File: src/rtl/mem_port_arbiter.sv
// ==========================================================================
// mem_port_arbiter: fetch/data arbiter driving the shared 256x8 RAM port.
// Optional MEM_TIMEOUT_EN aborts a WAIT after TIMEOUT cycles with err. Rev 1.0
// ==========================================================================
`default_nettype none

module mem_port_arbiter #(
    parameter int ADDR_W  = 8,
    parameter int DATA_W  = 32,
    parameter int TIMEOUT = 15
) (
    input  logic              clk,
    input  logic              clr,
    input  logic              f_req,
    input  logic [ADDR_W-1:0] f_addr,
    output logic              f_ack,
    output logic [DATA_W-1:0] f_rdata,
    input  logic              d_req,
    input  logic              d_we,
    input  logic [ADDR_W-1:0] d_addr,
    input  logic [DATA_W-1:0] d_wdata,
    input  logic [1:0]        d_dt,
    output logic              d_ack,
    output logic [DATA_W-1:0] d_rdata,
    output logic              err,
    output logic              busy,
    output logic              mem_mov,
    output logic              mem_rw,
    output logic [ADDR_W-1:0] mem_addr,
    output logic [1:0]        mem_dt,
    output logic [DATA_W-1:0] mem_wdata,
    input  logic [DATA_W-1:0] mem_rdata,
    input  logic              mem_moc
);

    typedef enum logic [1:0] {
        S_IDLE  = 2'd0,
        S_ISSUE = 2'd1,
        S_WAIT  = 2'd2,
        S_DONE  = 2'd3
    } state_t;

    state_t state, state_nx;
    logic   grant_data;
    logic   last_grant_data;
    logic   pick_data;
    logic   start;
    logic   timeout_hit;

    // A lingering MOC from the previous access blocks any new grant.
    assign start     = (f_req | d_req) & ~mem_moc;
    assign pick_data = d_req & (~f_req | ~last_grant_data);

`ifdef MEM_TIMEOUT_EN
    logic [3:0] tcnt;
    logic       err_q;

    assign timeout_hit = (state == S_WAIT) & ~mem_moc & (tcnt == 4'(TIMEOUT - 1));
    assign err         = err_q;

    always_ff @(posedge clk or negedge clr) begin
        if (!clr) begin
            tcnt  <= 4'd0;
            err_q <= 1'b0;
        end else begin
            if (state == S_ISSUE)
                tcnt <= 4'd0;
            else if (state == S_WAIT && !mem_moc)
                tcnt <= tcnt + 4'd1;
            if (timeout_hit)
                err_q <= 1'b1;
            else if (state == S_DONE)
                err_q <= 1'b0;
        end
    end
`else
    assign timeout_hit = 1'b0;
    assign err         = 1'b0;
`endif

    always_ff @(posedge clk or negedge clr) begin
        if (!clr)
            state <= S_IDLE;
        else
            state <= state_nx;
    end

    always_comb begin
        state_nx = state;
        mem_mov  = 1'b0;
        busy     = 1'b1;
        f_ack    = 1'b0;
        d_ack    = 1'b0;
        case (state)
            S_IDLE: begin
                busy = 1'b0;
                if (start)
                    state_nx = S_ISSUE;
            end
            S_ISSUE: begin
                mem_mov  = 1'b1;
                state_nx = S_WAIT;
            end
            S_WAIT: begin
                mem_mov = 1'b1;
                if (mem_moc || timeout_hit)
                    state_nx = S_DONE;
            end
            S_DONE: begin
                f_ack    = ~grant_data;
                d_ack    = grant_data;
                state_nx = S_IDLE;
            end
            default: state_nx = S_IDLE;
        endcase
    end

    always_ff @(posedge clk or negedge clr) begin
        if (!clr) begin
            grant_data      <= 1'b0;
            last_grant_data <= 1'b1;
            mem_rw          <= 1'b1;
            mem_addr        <= '0;
            mem_dt          <= 2'b10;
            mem_wdata       <= '0;
            f_rdata         <= '0;
            d_rdata         <= '0;
        end else begin
            if (state == S_IDLE && start) begin
                grant_data      <= pick_data;
                last_grant_data <= pick_data;
                if (pick_data) begin
                    mem_addr  <= d_addr;
                    mem_rw    <= ~d_we;
                    mem_dt    <= d_dt;
                    mem_wdata <= d_wdata;
                end else begin
                    mem_addr <= f_addr;
                    mem_rw   <= 1'b1;
                    mem_dt   <= 2'b10;
                end
            end
            // Stores leave d_rdata untouched; a timed-out access returns zero.
            if (state == S_WAIT && mem_moc) begin
                if (!grant_data)
                    f_rdata <= mem_rdata;
                else if (mem_rw)
                    d_rdata <= mem_rdata;
            end else if (timeout_hit) begin
                if (!grant_data)
                    f_rdata <= '0;
                else
                    d_rdata <= '0;
            end
        end
    end

endmodule

`default_nettype wire

File: config.mk
export PLATFORM = sky130hd
export DESIGN_NAME = mem_port_arbiter
export DESIGN_NICKNAME = d
export VERILOG_FILES = /design/src/rtl/mem_port_arbiter.sv
export SDC_FILE = /design/constraint.sdc
export NUM_CORES = 1
export LEC_CHECK = 0
export ABC_AREA = 1
export BUFFER_PORTS_ARGS = -buffer_cell sky130_fd_sc_hd__buf_2
export CAP_MARGIN = 20
export CORE_MARGIN = 3
export CORE_UTILIZATION = 35
export CTS_CLUSTER_DIAMETER = 40
export DETAILED_ROUTE_END_ITERATION = 8
export PLACE_DENSITY = 0.62
export SLEW_MARGIN = 10
export SYNTH_ARGS = -nofsm -noshare
export SYNTH_HDL_FRONTEND = slang
export SYNTH_SLANG_ARGS = --single-unit
File: constraint.sdc
create_clock -name clk -period 1.4 [get_ports clk]
set_input_delay 0.14 -clock clk [delete_from_list [all_inputs] [get_ports clk]]
set_output_delay 0.14 -clock clk [all_outputs]
set_load 0.1 [all_outputs]
==> summary.md <==
| Metric | Value |
|---|---|
| Run status | finished with violations |
| Violations in the final reports | negative setup slack |
| IO Port Bufs | 198 |
| Average footprint of a synthesized cell | 8.68 um2 |
| Number of global-route vias before repair | 4124 |
| Most common library cell in the layout ignoring fill and taps | sky130_fd_sc_hd__buf_2 |
| CP startpoint kind | flip-flop |
| Multiplexer share of the synthesized area | 0 |
| Pin count of the biggest net entering global routing | 112 |
| # H-tree levels | 3 |
| Combinational family with the most area after synthesis | simple AND/OR/NAND/NOR gates |
| Leftover overflow at the end of global routing | 0 |
| Footprint of the flip-flops and latches | 2790 um2 |
| Last weighted congestion value of the routability-driven placer | 0.766 |
| Footprint of the multi-input gates | 2030 um2 |
| Number of antenna violations at the first check in global routing | 0 |
| Setup repair after global routing missed its margin | true |
| Total via count in the routed design | 4371 |
| Slowest stage cell on the critical path | sky130_fd_sc_hd__dfrtp_2 |
| Fraction of the mapped netlist area in compound gates | 0.0841 |
| Synthesized netlist net count | 612 |
| Share of cells above drive strength 1 | 0.552 |
| Critical path start-end classification | flip-flop to output port |
| Bufs and invs on worst path | 4 |
| Crit-path max cell delay | 450 ps |
| Floorplan core area | 12300 um2 |
| Count of non-filler cells in the finished layout | 929 |
| Wire length of the first global-routing pass | 21300 um |
| Row count | 40 |
| WHS | 0.129 ps |
| Detailed Route Iter0 Violations | 254 |
| Worst clock skew on the final layout | 10.7 ps |
| Yosys reg bits | 111 |
| Clock tree from TritonCTS | yes |
| Async SR Flop Fraction | 1.00 |
| Cell count after synthesis | 521 |
| Number of remaining DRC errors | 0 |
| Data arrival time of the worst path | 1420 ps |
| Clock Sink Count | 111 |
| Final critical delay including setup and external delays | 1560 ps |
| Post-route core utilization | 0.617 |
| Adder and majority cell fraction of the synthesized area | 0.00830 |
| Effective utilization at floorplan | 0.367 |
| Clock root buffer master | sky130_fd_sc_hd__clkbuf_16 |
| TritonCTS Buffers | 9 |
| Post-placement cell count | 877 |
| Relative slew slack | 0.604 |
| Cell type with the largest total area after synthesis | sky130_fd_sc_hd__dfrtp_1 |
| Top cells by area, synth | sky130_fd_sc_hd__dfrtp_1 (60%), sky130_fd_sc_hd__nand2_1 (15%), sky130_fd_sc_hd__o21ai_0 (8.2%) |
| Number of detailed-routing iterations run before antenna repair | 4 |
| Startpoint of the most critical register-to-register path | state[1]$_DFFE_PN0P_ |
| Clock slew at reported path FFs | 80 ps |
| Number of synthesized flops with an enable pin | 0 |
| Total Nets Final | 847 |
| Number of hold violations in the final report | 0 |
| Clock tree buffer depth | 2 |
| Required time of the critical path | 1260 ps |
| Vertical extent of the die | 120 um |
| Leading cell types in the layout, fill and taps excluded | sky130_fd_sc_hd__buf_2 (191), sky130_fd_sc_hd__nand2_1 (110), sky130_fd_sc_hd__dfrtp_1 (107), sky130_fd_sc_hd__inv_1 (73), sky130_fd_sc_hd__o21ai_2 (43) |
| Via density per instance | 4.71 |
| Global router's overall resource usage | 0.184 |
| Yosys warnings | 0 |
| Routed WL per cell | 16.4 um |
| Min-delay src | mem_rdata[30] |
| Top-area cell type share of the netlist area | 0.597 |
| Kind of path behind the tightest hold check | primary input to flip-flop |
| Routed wire length | 15200 um |
| Sequential element share of the synthesized area | 0.615 |
| Leading register cell type out of synthesis | sky130_fd_sc_hd__dfrtp_1 |
| Distinct cell type count of the synthesized netlist | 18 |
| Area growth, synth to finish | 67.9% |
| Critical Path Fanout Max | 4 |
| Die ar. | 14300 um2 |
| Cell type group with the largest total delay on the critical path | buffers and inverters |
| Worst setup EP type | output port |
| Number of filler instances in the final layout | 1057 |
| Total I/O pin count | 200 |
| Final Max Slew Viols | 0 |
| Pin slew with the least headroom to its limit | 594 ps |
| Final worst-path cycle share | 1.11 |
| Setup TNS | -5260 ps |
| DP Wirelength | 8200 um |
| Simple logic cell fraction of the synthesized area | 0.200 |
| Count of inserted antenna diode cells | 0 |
| Count of maximum capacitance violations | 0 |
| Highest achievable clock rate | 0.643 GHz |
| Routed Antenna Nets | 0 |
| Final Setup Violations | 86 |
| Worst setup path start | state[1]$_DFFE_PN0P_ |
| Cell area after synthesis | 4520 um2 |
| Horiz. Die Dim | 120 um |
| Post-Synth XOR/XNOR Area | 0 |
| Final worst setup slack | -156 ps |
| Clock latency on the worst-skew pair | 350 ps |
| Critical Path, Cell by Cell | inv_2 -> ha_4 -> clkinvlp_4 -> buf_6 -> buf_12 |
-- timing repair --
item,in CTS,in global routing
gates resized for setup,16,219
hold buffers,1,1
setup endpoints to repair,75,111
endpoints found under the hold margin,108,1
pin swaps,1,38
gates cloned,8,17
setup buffers,7,8
-- Yosys cell counts, types with 2 or more instances --
| library cell | count |
|---|---|
| sky130_fd_sc_hd__buf_2 | 10 |
| sky130_fd_sc_hd__clkbuf_1 | 13 |
| sky130_fd_sc_hd__dfrtp_1 | 108 |
| sky130_fd_sc_hd__dfstp_2 | 3 |
| sky130_fd_sc_hd__ha_1 | 3 |
| sky130_fd_sc_hd__inv_1 | 79 |
| sky130_fd_sc_hd__inv_2 | 2 |
| sky130_fd_sc_hd__nand2_1 | 181 |
| sky130_fd_sc_hd__nand3_1 | 36 |
| sky130_fd_sc_hd__nor2_1 | 4 |
| sky130_fd_sc_hd__o21ai_0 | 74 |
| sky130_fd_sc_hd__o21ai_1 | 2 |
-- worst register-to-register path: stages, from the launching register on --
cell and delay, ps:
sky130_fd_sc_hd__dfrtp_2 450, sky130_fd_sc_hd__inv_2 80, sky130_fd_sc_hd__ha_4 140, sky130_fd_sc_hd__clkinvlp_4 110
sky130_fd_sc_hd__nor3_4 180, sky130_fd_sc_hd__buf_6 180, sky130_fd_sc_hd__buf_12 140, sky130_fd_sc_hd__nand3_1 70
sky130_fd_sc_hd__nand2_1 90
-- path summary, 6_finish.rpt --
kind,to,slack (ps),depth (start not counted)
max,busy,-160,5
min,d_rdata[30]$_DFFE_PN0P_,0.1,3
min in group asynchronous,mem_wdata[15]$_DFFE_PN0P_,400,3
min reg2reg,mem_addr[1]$_DFFE_PN0P_,470,2
max reg2reg,mem_wdata[13]$_DFFE_PN0P_,-110,8
max in group asynchronous,state[1]$_DFFE_PN0P_,520,3
-- metrics by stage --
| step | setup WS, ps | instance area, um2 |
|---|---|---|
| after detailed placement | -87.0 | 5940 |
| after CTS | -144 | 6560 |
| after global placement | -20.5 | 5940 |
| after floorplan | -450 | 4600 |
| after global routing | -211 | 7600 |
| final | -156 | 7600 |
-- cell type report --
type	instances	share of cell area
well taps	168	0.0277
clock inverters	4	0.00379
repair buffers	249	0.260
multi-input cells	304	0.267
inverters	81	0.0408
flip-flops and latches	111	0.367
clock buffers	12	0.0338
-- kinds of logic after synthesis --
logic type / after synthesis
flops: 111
other cells: 1
fa+ha+maj: 3
compound gates: 76
simple gates: 224
buf+inv: 106
-- state kept, by name, summed over array words and instances, names as in the netlist --
register and count:
mem_dt 2, last_grant_data 1, mem_wdata 32, d_rdata 32, mem_rw 1, grant_data 1, f_rdata 32, state 2
mem_addr 8
-- layer usage --
layer,GRT usage,share of wire
met5,0,0
met4,0.0744,0.024
met3,0.0368,0.056
met2,0.307,0.51
met1,0.236,0.41
Power is left out: the tool's default activity adds up to more than one toggle a clock period on the data nets, which glitch-free logic cannot reach.
